[src/rtl/uart_tx_serializer.sv]
// UART transmit serializer: shifts one parallel word out per frame as
// start, DATA_WIDTH data bits LSB-first, optional parity, stop.
// One bit per CLK cycle. TX_OUT and BUSY are registered, and both are computed
// from the state being entered.
module uart_tx_serializer #(
  parameter int unsigned DATA_WIDTH = 8
) (
  input  logic                  CLK,
  input  logic                  RST,
  input  logic [DATA_WIDTH-1:0] P_DATA,
  input  logic                  DATA_VALID,
  input  logic                  PAR_EN,
  input  logic                  PAR_TYP,
  output logic                  TX_OUT,
  output logic                  BUSY
);

  localparam int unsigned CntW = (DATA_WIDTH > 1) ? $clog2(DATA_WIDTH) : 1;
  localparam logic [CntW-1:0] LastIdx = CntW'(DATA_WIDTH - 1);

  typedef enum logic [2:0] {
    StIdle,
    StStart,
    StData,
    StParity,
    StStop
  } state_e;

  state_e                r_state, w_state_next;
  logic [DATA_WIDTH-1:0] r_shift, w_shift_next;
  logic [CntW-1:0]       r_cnt, w_cnt_next;
  logic                  r_par_en, w_par_en_next;
  logic                  r_par_bit, w_par_bit_next;
  logic                  r_tx, w_tx_next;
  logic                  r_busy, w_busy_next;

  assign TX_OUT = r_tx;
  assign BUSY   = r_busy;

  // State, datapath and output registers; reset forces an idle-high line at once.
  always_ff @(posedge CLK or posedge RST) begin
    if (RST) begin
      r_state   <= StIdle;
      r_shift   <= '0;
      r_cnt     <= '0;
      r_par_en  <= 1'b0;
      r_par_bit <= 1'b0;
      r_tx      <= 1'b1;
      r_busy    <= 1'b0;
    end else begin
      r_state   <= w_state_next;
      r_shift   <= w_shift_next;
      r_cnt     <= w_cnt_next;
      r_par_en  <= w_par_en_next;
      r_par_bit <= w_par_bit_next;
      r_tx      <= w_tx_next;
      r_busy    <= w_busy_next;
    end
  end

  // Next state, datapath updates, and the output values for the state being entered.
  always_comb begin
    w_state_next   = r_state;
    w_shift_next   = r_shift;
    w_cnt_next     = r_cnt;
    w_par_en_next  = r_par_en;
    w_par_bit_next = r_par_bit;
    w_tx_next      = 1'b1;
    w_busy_next    = 1'b1;

    case (r_state)
      StIdle: begin
        w_busy_next = 1'b0;
        if (DATA_VALID) begin
          // Latch the whole frame configuration here so later input changes cannot leak in.
          w_state_next   = StStart;
          w_shift_next   = P_DATA;
          w_par_en_next  = PAR_EN;
          w_par_bit_next = PAR_TYP ? ~^P_DATA : ^P_DATA;
          w_tx_next      = 1'b0;
          w_busy_next    = 1'b1;
        end
      end

      StStart: begin
        w_state_next = StData;
        w_cnt_next   = '0;
        w_tx_next    = r_shift[0];
      end

      StData: begin
        if (r_cnt == LastIdx) begin
          w_cnt_next = '0;
          if (r_par_en) begin
            w_state_next = StParity;
            w_tx_next    = r_par_bit;
          end else begin
            w_state_next = StStop;
          end
        end else begin
          // The current bit sits in r_shift[0], so the next one is r_shift[1].
          w_cnt_next   = r_cnt + CntW'(1);
          w_shift_next = r_shift >> 1;
          w_tx_next    = r_shift[1];
        end
      end

      StParity: begin
        w_state_next = StStop;
      end

      StStop: begin
        w_state_next = StIdle;
        w_busy_next  = 1'b0;
      end

      default: begin
        w_state_next = StIdle;
        w_busy_next  = 1'b0;
      end
    endcase
  end

endmodule
[config.mk]
export PLATFORM = sky130hd
export DESIGN_NAME = uart_tx_serializer
export DESIGN_NICKNAME = d
export VERILOG_FILES = /design/src/rtl/uart_tx_serializer.sv
export SDC_FILE = /design/constraint.sdc
export NUM_CORES = 1
export LEC_CHECK = 0
export CAP_MARGIN = 20
export CORE_UTILIZATION = 51
export DETAILED_ROUTE_END_ITERATION = 12
export HOLD_SLACK_MARGIN = 0.12
export PLACE_DENSITY = 0.76
export SLEW_MARGIN = 20
export SYNTH_ARGS = -nofsm -noshare
export SYNTH_HDL_FRONTEND = slang
export SYNTH_SLANG_ARGS = --single-unit
[constraint.sdc]
create_clock -name CLK -period 2.11 [get_ports CLK]
set_input_delay 0.5275 -clock CLK [delete_from_list [all_inputs] [get_ports CLK]]
set_output_delay 0.5275 -clock CLK [all_outputs]
set_load 0.02 [all_outputs]
# Word-level counts from Yosys, hierarchy flattened
# Index checks and enable logic that the tools add are counted.
# classes
add_sub_neg	1
n_eq_ne	7
mux	16
reduce_logical	9
# op_table
cell	count
two-way mux 8 bit	2
case mux 8 bit (2 select lines)	1
two-way mux 3 bit	4
case mux 3 bit (4 select lines)	1
XNOR reduction 8 bit	1
parity 8 bit	1
== test 3 x 2 -> 1 bit (second input constant)	2
inequality test 2 bit (second input constant)	3
case mux 3 bit (2 select lines)	1
two-way mux 1 bit	5
AND reduction 2 bit	2
nonzero test 2 bit	2
adder 3 x 1 -> 3 bit (second input constant)	1
== test 3 x 1 -> 1 bit (second input constant)	1
== test 3 bit (second input constant)	1
logical NOT 3 bit	1
case mux 1 bit (3 select lines)	1
AND reduction 3 bit	1
OR reduction 3 bit	1
case mux 1 bit (2 select lines)	1
# word_totals
ff_bits	18
elab_cells	40

# Logic depth before layout (Yosys ltp)
# Gate-level depths: netlist of the first run.
# depth
ltp_word	3
ltp_mapped	8
ltp_nobuf	6

# Worst setup path before layout of the first run
# OpenSTA, ideal clock, no wires.
# synth_timing
kind	input-to-reg
start	input port P_DATA[3]
end	register r_par_bit
setup_ns	0.125
arrival_time_ns	1.431
required_ns	1.985
setup_slack_ns	0.554
stages	4
path_cell_list	xnor2_1 xnor3_1 xnor2_1 mux2_2
# synth_via
elab_chain_cells	2
# synth_rtl
element	line_no	text
from (decl)	10	input logic [DATA_WIDTH-1:0] P_DATA,
parity 8 bit or XNOR reduction 8 bit (tied branches)	79	w_par_bit_next = PAR_TYP ? ~^P_DATA : ^P_DATA;
two-way mux 1 bit *	79	
to (signal assigned)	55	r_par_bit <= w_par_bit_next;
to (decl)	33	logic r_par_bit, w_par_bit_next;
# Mark *: on every way between the ends. The rest lies on a longest branch, timed or not.
# A chain may end at the register's enable or synchronous reset.

# Final worst setup path of the first run
# layout_timing
start	register r_tx (netlist: TX_OUT)
end	output port TX_OUT
# layout_rtl
element	line_no	text
from (decl)	34	logic r_tx, w_tx_next;
from (signal assigned)	56	r_tx <= w_tx_next;
to (decl)	14	output logic TX_OUT,
# No word-level cell between the ends.

==> impl_metrics.csv, run 1 <==
group,metric,value,unit
outcome,run_status,"finished clean",
yosys,synth-warning-count,0,
routing,initialDrtViolationCount,18,
critical_path,crit_path_start,"TX_OUT",
pwr,vdd_ir_drop_max,0.654,mV
timing,final.setup.worst_slack,0.184,ns
global_routing,first_global_vias,709,
timing,layout_min_cycle_time,1.93,ns
routing,drt_pre_antenna_iters,4,
critical_path,cp.buffers_inverters,1,
pwr,post-layout-total-power,0.00147,W
clock_network,tritoncts_num_sinks,18,
routing,route.vias.total,718,
clock_network,tritoncts.num_buffers,3,
pwr,share_comb_of_total_power,0.431,
timing,max_slew.worst_pin.slew,0.369,ns
floorplan,design.core.area,1730,sq um
timing,finalSetupViolations,0,
critical_path,critical_path_peak_fanout,1,
critical_path,slowest_delay,0.59,ns
clock_network,clk_latency,0.29,ns
finish,area.growth.synth_to_final,20.6,%
timing,post-route-period-util,0.913,
clock_network,cts.hold.buffers_added,0,
routing,sum_of_routed_wire_length_over_all_layers,1750,microns
finish,final_core_utilization,0.662,
placement,port_buffers,14,
pwr,power.share.clock,0.122,
floorplan,area_of_the_die,2040,sq um
pwr,p_sw_frac,0.391,
placement,globalplace.congestion,0.741,
yosys,postSynthAreaPerCell,9.68,sq um
timing,fmax,519,MHz
global_routing,groute.usage.overall,0.208,
critical_path,slowest_stage,"clkdlybuf4s50_1",
yosys,post_synth_inst_count,98,
pwr,sequential_share_of_power,0.447,
timing,skew,0.00924,ns
pwr,power_density,1290,nW/um^2
routing,post_drt_via_cell_ratio,5.17,
finish,layout-drive-gt1-share,0.0789,
finish,post-route-cell-area,1140,sq um
worst_hold_path,hp-class,"flip-flop to flip-flop",
worst_hold_path,worst_hold_path_startpoint,"r_shift[5]",
routing,post-route-drc-count,0,
timing,maxSlewViolCount,0,
pwr,netSwitchingPower,0.000575,W
global_routing,antenna_violations_before_repair,0,
floorplan,rows,15,
critical_path,worstPathArrival,1.40,ns
yosys,synth_fp_nets,113,
pwr,p_leak,0.524,nW
clock_network,postCtsSetupBuffers,0,
finish,final_net_count,130,
clock_network,clock_tree.buffer_depth,2,
placement,postPlaceCellArea,1120,sq um
floorplan,die_height,45.1,microns
critical_path,crit-reg2reg-launch,"r_cnt[0]",
placement,pre_cts_slack,-0.0547,ns
finish,insertedDiodeCount,0,
pwr,intPower,0.000895,W
floorplan,initial_utilization,0.549,
timing,rsz0062_at_grt,"no",
global_routing,grt_pass1_wl,3030,microns
critical_path,setup.worst_path.class,"flip-flop to output pin",
critical_path,r2r_slack,0.52,ns
critical_path,cp.required,1.58,ns
yosys,synth_seq_cells,18,
global_routing,grt_start_max_net_pins,19,
clock_network,htree_num_levels,1,
critical_path,critical_path.endpoint_type,"output pin",
clock_network,clk_pin_slew,0.10,ns
placement,place_hpwl,1320,microns
floorplan,die_width,45.1,microns
yosys,ys_seq_area_frac,0.476,
routing,antenna_violation_net_count_after_detailed_routing,0,
yosys,synthDistinctLibCells,25,
critical_path,startpoint_type,"flip-flop",
clock_network,tritoncts_clock_tree,"done",
timing,timing.slew.headroom,0.754,
floorplan,boundaryPins,15,
critical_path,ordered_cell_list_for_the_critical_path,"clkdlybuf4s50_1",
critical_path,cpLargestDelayFamily,"buffers and inverters",
global_routing,gr-total-overflow,0,
clock_network,postCtsResizedCells,0,
timing,number_of_failing_hold_endpoints_at_the_final_stage,0,
routing,wire_per_inst,12.6,microns
yosys,syn-cell-area,948,sq um
clock_network,ctsRootBufferMaster,"clkbuf_4",
job,maxCapViolations,0,
[final timing paths]
path,endpoint,cells past startpoint
min reg2reg,r_shift[5],2
max in group asynchronous,TX_OUT,3
max reg2reg,TX_OUT,6
max,TX_OUT,1
min in group asynchronous,r_cnt[2],3
min,r_shift[5],2
[sequential cells by signal, indices dropped and copies added, names as in the netlist]
signal and cells:
TX_OUT 1, r_shift 8, r_cnt 3, r_par_en 1, r_par_bit 1, BUSY 1, r_state 3
[power by group through the flow]
stage	clock network, W	logic [W]	registers (W)
after global routing	0.000198	0.000727	0.000680
after global placement	0	0.000614	0.000653
final	0.000180	0.000634	0.000657
after detailed placement	0	0.000639	0.000663
after floorplan	0	0.000497	0.000620
after CTS	0.000183	0.000643	0.000657
[routing by layer]
layer	share of wire	routed length [microns]	track usage
met4	0.015	26	0.0788
met1	0.44	774	0.263
met5	0	0	0
met2	0.50	871	0.348
met3	0.042	74	0.0440
[layout make-up]
cell class / instances / area (sq um)
Fill cell: 146 / 583
Multi-Input combinational cell: 70 / 457
Sequential cell: 18 / 452
Timing Repair Buffer: 16 / 155
Tap cell: 25 / 31.3
Clock buffer: 4 / 26.3
Inverter: 6 / 22.5
[cells in the mapped netlist, drive strengths merged]
cell,instances,share of area
dfrtp,17,0.45
nand2,16,0.063
o21ai,13,0.069
mux2i,8,0.084
inv,6,0.024
nor2,6,0.024
xnor2,5,0.046
nor3,4,0.026
a21oi,3,0.016
buf,2,0.011
clkbuf,2,0.0079
ha,2,0.026
mux2,2,0.024
o211ai,2,0.016
a22oi,1,0.0079
a2bb2oi,1,0.0092
a31oi,1,0.0066
and3b,1,0.0092
dfstp,1,0.028
nand2b,1,0.0066
nor2b,1,0.0066
nor3b,1,0.0079
xnor3,1,0.024
xor2,1,0.0092
[metrics by stage]
step                      hold slack (ns)  setup TNS, ns  instances
after floorplan                     0.449              0         98
after global placement              0.463              0        135
after detailed placement            0.483        -0.0547        135
after CTS                           0.505              0        139
after global routing                0.549              0        139
final                               0.498              0        139
[cell usage in the layout (no fill, tap or decap)]
master           netlist  final
a2bb2oi_1              1      1
nand2_1               16     16
and3b_1                1      1
ha_1                   2      2
clkdlybuf4s50_1        0     14
mux2_2                 2      2
inv_1                  6      6
a31oi_1                1      1
nor3_2                 1      1
nor2b_1                1      1
a21oi_1                3      3
o211ai_1               2      2
nor3b_1                1      1
nor2_1                 6      6
dfrtp_1               17     17
clkbuf_4               0      3
nor3_1                 3      3
nand2b_1               1      1
xnor2_1                5      5
xor2_1                 1      1
dfstp_2                1      1
buf_4                  0      2
xnor3_1                1      1
a22oi_1                1      1
mux2i_1                8      8
clkbuf_1               2      1
o21ai_0               13     13
[kinds of logic after synthesis]
family / synth area share
XOR/XNOR: 0.0792
AND/OR/NAND/NOR: 0.144
buffers and inverters: 0.0422
flip-flops: 0.476
AO/OA/AOI/OAI: 0.124
adder cells (fa/ha/maj): 0.0264
multiplexers: 0.108
(Power assumes the default switching activity.)
==> run 2, diff against run 1 <==
--- a/config.mk
+++ b/config.mk
@@ -6,6 +6,7 @@
 export NUM_CORES = 1
 export LEC_CHECK = 0
 export CAP_MARGIN = 20
+export CORE_MARGIN = 5
 export CORE_UTILIZATION = 51
 export DETAILED_ROUTE_END_ITERATION = 12
 export HOLD_SLACK_MARGIN = 0.12
==> run 2 against run 1 <==
Setup slack got worse by 0.0031 ns. Highest routed layer unchanged. Via count fell by 1.3%. Die area grew 39%.
==> impl_metrics.csv, run 2 (synthesized netlist as in run 1, its figures left out) <==
group,metric,value,unit
critical_path,cp.required,1.58,ns
timing,fmax,518,MHz
global_routing,groute.usage.overall,0.147,
placement,globalplace.congestion,0.791,
floorplan,area_of_the_die,2820,sq um
timing,number_of_failing_hold_endpoints_at_the_final_stage,0,
critical_path,crit-reg2reg-launch,"r_cnt[0]",
clock_network,tritoncts_num_sinks,18,
clock_network,postCtsSetupBuffers,0,
floorplan,die_width,53.1,microns
critical_path,critical_path.endpoint_type,"output pin",
finish,area.growth.synth_to_final,21.6,%
global_routing,first_global_vias,678,
routing,post_drt_via_cell_ratio,5.10,
critical_path,cp.buffers_inverters,1,
critical_path,cpLargestDelayFamily,"buffers and inverters",
clock_network,ctsRootBufferMaster,"clkbuf_4",
pwr,post-layout-total-power,0.00150,W
timing,layout_min_cycle_time,1.93,ns
timing,skew,0.00478,ns
floorplan,initial_utilization,0.543,
pwr,sequential_share_of_power,0.437,
clock_network,clk_pin_slew,0.10,ns
pwr,p_leak,0.530,nW
pwr,power_density,1300,nW/um^2
routing,antenna_violation_net_count_after_detailed_routing,0,
routing,route.vias.total,709,
critical_path,startpoint_type,"flip-flop",
timing,finalSetupViolations,0,
global_routing,grt_pass1_wl,2970,microns
routing,sum_of_routed_wire_length_over_all_layers,1790,microns
critical_path,critical_path_peak_fanout,1,
clock_network,htree_num_levels,1,
floorplan,die_height,53.1,microns
pwr,p_sw_frac,0.383,
critical_path,slowest_delay,0.59,ns
clock_network,clock_tree.buffer_depth,2,
global_routing,antenna_violations_before_repair,0,
critical_path,worstPathArrival,1.40,ns
routing,wire_per_inst,12.9,microns
critical_path,setup.worst_path.class,"flip-flop to output pin",
finish,layout.cells.most_common_list,"17 x dfrtp_1, 16 x nand2_1, 14 x clkdlybuf4s50_1",
pwr,vdd_ir_drop_max,0.780,mV
clock_network,postCtsResizedCells,0,
timing,maxSlewViolCount,0,
critical_path,crit_path_start,"TX_OUT",
floorplan,rows,15,
global_routing,grt_start_max_net_pins,19,
timing,timing.slew.headroom,0.749,
finish,final_common_cell,"dfrtp_1",
critical_path,ordered_cell_list_for_the_critical_path,"clkdlybuf4s50_1",
clock_network,clk_latency,0.29,ns
worst_hold_path,hp-class,"flip-flop to flip-flop",
timing,setup_total_negative_slack,0,ns
critical_path,slowest_stage,"clkdlybuf4s50_1",
job,maxCapViolations,0,
pwr,intPower,0.000927,W
placement,port_buffers,14,
pwr,power.share.clock,0.138,
pwr,netSwitchingPower,0.000575,W
clock_network,tritoncts_clock_tree,"done",
clock_network,tritoncts.num_buffers,3,
worst_hold_path,worst_hold_path_startpoint,"r_shift[3]",
floorplan,boundaryPins,15,
outcome,run_status,"finished clean",
pwr,share_comb_of_total_power,0.425,
finish,top_register,"r_shift",
routing,post-route-drc-count,0,
floorplan,design.core.area,1750,sq um
finish,layout-drive-gt1-share,0.0877,
timing,rsz0062_at_grt,"no",
finish,largest_register_ffs,8,
timing,post-route-period-util,0.914,
routing,initialDrtViolationCount,12,
timing,max_slew.worst_pin.slew,0.377,ns
global_routing,gr-total-overflow,0,
routing,drt_pre_antenna_iters,4,
placement,place_hpwl,1350,microns
clock_network,cts.hold.buffers_added,0,
finish,final_net_count,130,
finish,insertedDiodeCount,0,
finish,reg.largest.list,"r_shift (8), r_cnt (3), r_state (3)",
run 2: worst paths after layout:
kind | end | slack [ns] | depth (start not counted)
worst min-delay path | r_shift[3] | 0.49 | 2
worst max-delay path | TX_OUT | 0.18 | 1
worst max register to register | TX_OUT | 0.51 | 6
worst min register to register | r_shift[3] | 0.49 | 2
max in group asynchronous | TX_OUT | 1.30 | 3
min in group asynchronous | r_state[0] | 0.55 | 3
run 2: power by group through the flow:
stage / Sequential [W] / Combinational, W / Clock [W]
floorplan: 0.000620 / 0.000497 / 0
global placement: 0.000654 / 0.000617 / 0
detailed placement: 0.000663 / 0.000647 / 0
CTS: 0.000654 / 0.000650 / 0.000216
global route: 0.000681 / 0.000718 / 0.000232
finish: 0.000656 / 0.000638 / 0.000208
run 2: layer usage:
| layer | GRT usage | share of wire |
|---|---|---|
| met4 | 0.0766 | 0.0095 |
| met1 | 0.177 | 0.48 |
| met5 | 0 | 0 |
| met2 | 0.250 | 0.47 |
| met3 | 0.0254 | 0.041 |
run 2: through the flow:
| stage | instances | util | hold slack, ns | setup slack [ns] | cell area, sq um |
|---|---|---|---|---|---|
| after global routing | 139 | 0.661 | 0.527 | 0.144 | 1150 |
| after detailed placement | 135 | 0.640 | 0.474 | 0.00887 | 1120 |
| after global placement | 135 | 0.640 | 0.464 | 0.0557 | 1120 |
| after floorplan | 98 | - | 0.449 | 0.554 | 948 |
| final | 139 | 0.661 | 0.493 | 0.181 | 1150 |
| after CTS | 139 | 0.661 | 0.499 | 0.167 | 1150 |
run 2: final cells by class:
class,count,area [sq um]
clock buffers,4,36.3
fillers,146,592
flip-flops and latches,18,452
well taps,25,31.3
inverters,6,22.5
repair buffers,16,155
multi-input cells,70,457
==> run 3, diff against run 2 <==
--- a/config.mk
+++ b/config.mk
@@ -8,9 +8,11 @@
 export CAP_MARGIN = 20
 export CORE_MARGIN = 5
 export CORE_UTILIZATION = 51
+export CTS_CLUSTER_SIZE = 30
 export DETAILED_ROUTE_END_ITERATION = 12
-export HOLD_SLACK_MARGIN = 0.12
+export HOLD_SLACK_MARGIN = 0.1
 export PLACE_DENSITY = 0.76
+export SKIP_CTS_REPAIR_TIMING = 1
 export SLEW_MARGIN = 20
 export SYNTH_ARGS = -nofsm -noshare
 export SYNTH_HDL_FRONTEND = slang
==> results of run 3 <==
The final DEF is identical to that of run 2; final timing and power are the same.
==> RTL edit 1 (settings of run 1) <==
Make the reset (`RST`) synchronous in one clocked block.
--- a/src/rtl/uart_tx_serializer.sv
+++ b/src/rtl/uart_tx_serializer.sv
@@ -38,7 +38,7 @@
   assign BUSY   = r_busy;
 
   // State, datapath and output registers; reset forces an idle-high line at once.
-  always_ff @(posedge CLK or posedge RST) begin
+  always_ff @(posedge CLK) begin
     if (RST) begin
       r_state   <= StIdle;
       r_shift   <= '0;
Function: differs if RST is asserted again (counterexample within 4 cycles, from zero or initial values and one cycle with RST high); with RST held inactive, the same outputs for 10 cycles.
==> RTL edit 1 against run 1 <==
Synthesized cell count rose by 12%. Count of clock-buffer cells in the layout did not move. First-iteration DRC count rose by 28%. Sequential cell count did not move. Area after synthesis rose by 3.2%. Routed wire length rose by 14%. Core utilization rose by 1.1 points. Setup slack improved by 0.15 ns. Final area rose by 3.9%. Critical path depth rose by 4. Critical path type is now in -> reg. Largest cell class unchanged.
Power is not compared: it rests on default switching activity, and its combinational part moved more than twofold at a synthesized area within 25%.
==> RTL edit 1: results (changes against run 1) <==
| Metric | Value |
|---|---|
| Post-route insts no fill | 149 (was 139) |
| FF-to-FF Start | r_cnt[0] (unchanged) |
| Worst r2r path cells | 7 (was 6) |
| Routing usage on met3 | 3.571% (was 4.400%) |
| Share of cells above drive strength 1 | 12.90% (was 7.895%) |
| Largest net degree at the start of global routing | 15 (was 19) |
| CP startpoint | DATA_VALID (was TX_OUT) |
| Mapped Avg Cell Area | 8.895 um2 (was 9.678 um2) |
| Adder-cell area share of the yosys netlist | 2.558% (was 2.639%) |
| DP Cell Count | 145 (was 135) |
| Violation count after the first detailed-route iteration | 23 (was 18) |
| Nets@finish | 140 (was 130) |
| Crit path arrival time | 2.00 ns (was 1.40 ns) |
| First-pass GRT wire length | 3174 um (was 3029 um) |
| Post-DP HPWL | 1442 um (was 1323 um) |
| Outcome | finished clean (unchanged) |
| Synthesized Nets | 125 (was 113) |
| Routed via count | 869 (was 718) |
| Clk_skew | 0.005929 ns (was 0.009241 ns) |
| Met1 Use GR | 29.06% (was 26.34%) |
| HP Start | r_shift[0] (was r_shift[5]) |
| Crit path to | r_par_bit (was TX_OUT) |
| Crit path max fanout | 4 (was 1) |
| Asr flop ratio synth | 0% (was 100.0%) |
| R2r endpoint | r_shift[2] (was TX_OUT) |
| Vias in the first global route | 719 (was 709) |
| Initial Util | 55.46% (was 54.93%) |
| GR Util met2 | 32.00% (was 34.78%) |
| Synth Flop Type | dfxtp_1 (was dfrtp_1) |
| DRT Wirelength | 1990 um (was 1747 um) |
| Routed met1 length | 964 um (was 774 um) |
| Worst Tran Pin Value | 0.4226 ns (was 0.3692 ns) |
| Fillers | 160 (was 146) |
RTL edit 1: cell type report:
| type | count | area (um2) | area share, % |
|---|---|---|---|
| Tap cell | 25 | 31.28 | 2.632 |
| Inverter | 1 | 3.754 | 0.3158 |
| Multi-Input combinational cell | 82 | 566.8 | 47.68 |
| Timing Repair Buffer | 19 | 190.2 | 16.00 |
| Clock buffer | 4 | 36.28 | 3.053 |
| Sequential cell | 18 | 360.3 | 30.32 |
RTL edit 1: where the power goes:
group / total [W] / switching, W / internal, W / leakage [nW]
registers: 0.000405 / 0.0000301 / 0.000375 / 0.148
clock network: 0.000213 / 0.000108 / 0.000105 / 0.0210
logic: 0.000229 / 0.000110 / 0.000120 / 0.294
RTL edit 1: cell families after synthesis:
group,Yosys count
adder cells (fa/ha/maj),2
XOR/XNOR,6
AO/OA/AOI/OAI,25
flip-flops,18
buffers and inverters,10
multiplexers,2
AND/OR/NAND/NOR,47
RTL edit 1: stage by stage:
step	utilization (%)	area (um2)	hold WS, ns	setup WS (ns)	power (W)
final	67.38	1189	0.5034	0.3334	0.0008475
after global routing	67.38	1189	0.5418	0.2795	0.0008922
after CTS	67.38	1189	0.5070	0.3410	0.0008497
after detailed placement	65.32	1152	0.4923	0.04567	0.0006405
after global placement	65.32	1152	0.4870	0.09558	0.0006335
after floorplan	-	978.4	0.4762	0.5196	0.0005652
RTL edit 1: critical path, cell delays in order:
cell,delay [ns]
clkdlybuf4s50_1,0.52
or4b_1,0.58
nor2_2,0.15
nand2_1,0.07
o211ai_1,0.15
==> RTL edit 2 (flow settings as in run 1) <==
Made on the original files. Change the parameter `DATA_WIDTH` from 8 to 16.
--- a/src/rtl/uart_tx_serializer.sv
+++ b/src/rtl/uart_tx_serializer.sv
@@ -3,7 +3,7 @@
 // One bit per CLK cycle. TX_OUT and BUSY are registered, and both are computed
 // from the state being entered.
 module uart_tx_serializer #(
-  parameter int unsigned DATA_WIDTH = 8
+  parameter int unsigned DATA_WIDTH = 16
 ) (
   input  logic                  CLK,
   input  logic                  RST,
Ports: changed (resized P_DATA); port bits go from 15 to 23. No check against the original RTL was run, so the function may have changed too.
==> RTL edit 2 against run 1 <==
Routed wire length increased by 48%. Final cell count up 37%. Setup slack worse by 0.056 ns. Clock skew down 0.0022 ns. Area after synthesis is 47% higher. Clock power up 22%. Total power is 47% higher. Worst hold slack improved by 0.011 ns. Final area is 50% higher. Sequential cell count increased by 9.
==> RTL edit 2: results (changes against run 1) <==
| Metric | Value |
|---|---|
| Global Route Usage Sum | 20.31% (was 20.83%) |
| Routability cong. | 0.7133 (was 0.7407) |
| Max_slew headroom | 80.74% (was 75.39%) |
| Crit path arrival time | 2.20 ns (was 1.40 ns) |
| Share of cells above drive strength 1 | 8.125% (was 7.895%) |
| Sequential-to-total area share from yosys stat | 48.61% (was 47.63%) |
| Nets@finish | 183 (was 130) |
| Vias in the first global route | 989 (was 709) |
| Top post-synthesis cells by area | dfrtp_1 (47%), mux2i_1 (11%), xnor2_1 (8.2%) (was dfrtp_1 (45%), mux2i_1 (8.4%), o21ai_0 (6.9%)) |
| Port Buffer Count | 22 (was 14) |
| Violation count after the first detailed-route iteration | 14 (was 18) |
| P_int | 0.001351 W (was 0.0008955 W) |
| Worst r2r path cells | 5 (was 6) |
| Crit path max fanout | 2 (was 1) |
| Top flop regs | r_shift: 16 flops, r_cnt: 4 flops, r_state: 3 flops (was r_shift: 8 flops, r_cnt: 3 flops, r_state: 3 flops) |
| Synth cell types | 32 (was 25) |
| Hold crit path type | reg -> reg (unchanged) |
| Fillers | 215 (was 146) |
| Pleak | 0.7256 nW (was 0.5235 nW) |
| Synthesized Nets | 158 (was 113) |
| Post-Syn Instances | 136 (was 98) |
| Clock input transition at the sequential cells of the worst setup and hold paths | 0.13 ns (was 0.10 ns) |
| First-pass GRT wire length | 4298 um (was 3029 um) |
| DP Cell Count | 186 (was 135) |
| Outcome | finished clean (unchanged) |
| Clk_skew | 0.007004 ns (was 0.009241 ns) |
| Routed via count | 999 (was 718) |
| Reg2reg setup slack | 0.56 ns (was 0.52 ns) |
| Largest net degree at the start of global routing | 31 (was 19) |
| Clock latency on the worst-skew pair | 0.32 ns (was 0.29 ns) |
| DRT Wirelength | 2577 um (was 1747 um) |
| Largest stage delay, worst path | 0.51 ns (was 0.59 ns) |
| Post-Place Cell Area | 0.001687 mm2 (was 0.001117 mm2) |
| WL/cell | 13.56 um (was 12.57 um) |
| Post-DP HPWL | 1918 um (was 1323 um) |
| Top cells by instance count after synthesis | dfrtp_1 (26), nand2_1 (22), mux2i_1 (15), o21ai_0 (15), xnor2_1 (13) (was dfrtp_1 (17), nand2_1 (16), o21ai_0 (13)) |
==> RTL edit 2: cell types whose count changed in the layout (fill, tap and decap cells not counted), moves of 5 or more <==
cell,before,now
mux2i_1,8,15
inv_1,6,1
xnor2_1,5,13
o21ai_1,0,5
nand2_1,16,22
dfrtp_1,17,26
clkdlybuf4s50_1,14,22
==> RTL edit 2: cell type report <==
type                       count  area (um2)  share of cell area [%]
tap                           30       37.54                   2.191
timing repair buffer          27       282.8                   16.51
sequential                    27       676.9                   39.52
clock buffer                   4       26.28                   1.534
multi-input combinational    101       685.7                   40.03
inverter                       1       3.754                  0.2191
==> RTL edit 2: per-layer routing <==
metal,global-route usage (%),share of wire [%],up-vias
li1,-,-,511
met1,24.96,45,462
met2,36.59,51,22
met3,3.333,3.0,4
met4,5.128,0.85,0
met5,0,0,-
==> RTL edit 2: power by group through the flow <==
| stage | clock [W] | sequential [W] | combinational [W] |
|---|---|---|---|
| 2_1_floorplan | 0 | 0.000913 | 0.000731 |
| 6_report | 0.000219 | 0.000950 | 0.000994 |
| 3_3_place_gp | 0 | 0.000941 | 0.000969 |
| 5_1_grt | 0.000242 | 0.000980 | 0.00113 |
| 3_5_place_dp | 0 | 0.000960 | 0.00101 |
| 4_1_cts | 0.000230 | 0.000949 | 0.00101 |
==> RTL edit 2: critical path, delay by kind of cell <==
family | cells | cell delay [ns]
mux | 1 | 0.25
xor+xnor | 4 | 0.91
buf+inv | 1 | 0.51
==> RTL edit 2: final timing paths <==
kind / startpoint / end
max: P_DATA[15] / r_par_bit
min: r_shift[7] / r_shift[7]
max reg2reg: r_state[0] / r_shift[9]
min reg2reg: r_shift[7] / r_shift[7]
max in group asynchronous: RST / TX_OUT
min in group asynchronous: RST / r_state[0]
==> RTL edit 2: metrics by stage <==
| stage | hold WS, ns | worst slack (ns) | util, % |
|---|---|---|---|
| after floorplan | 0.4496 | 0.3956 | - |
| after global placement | 0.4620 | -0.1488 | 66.87 |
| after detailed placement | 0.4771 | -0.2323 | 66.87 |
| after CTS | 0.5079 | 0.1225 | 67.91 |
| after global routing | 0.5361 | 0.07517 | 67.91 |
| final | 0.5084 | 0.1280 | 67.91 |
==> RTL edit 2: kinds of logic (layout without fill, tap and decap cells) <==
| logic type | Yosys count | in the layout | share of synthesized area (%) |
|---|---|---|---|
| compound gates | 27 | 27 | 10.51 |
| xor+xnor | 16 | 16 | 11.05 |
| fa+ha+maj | 1 | 1 | 0.8983 |
| buf+inv | 8 | 32 | 2.515 |
| flops | 27 | 27 | 48.61 |
| mux | 17 | 17 | 12.67 |
| simple gates | 40 | 40 | 13.75 |
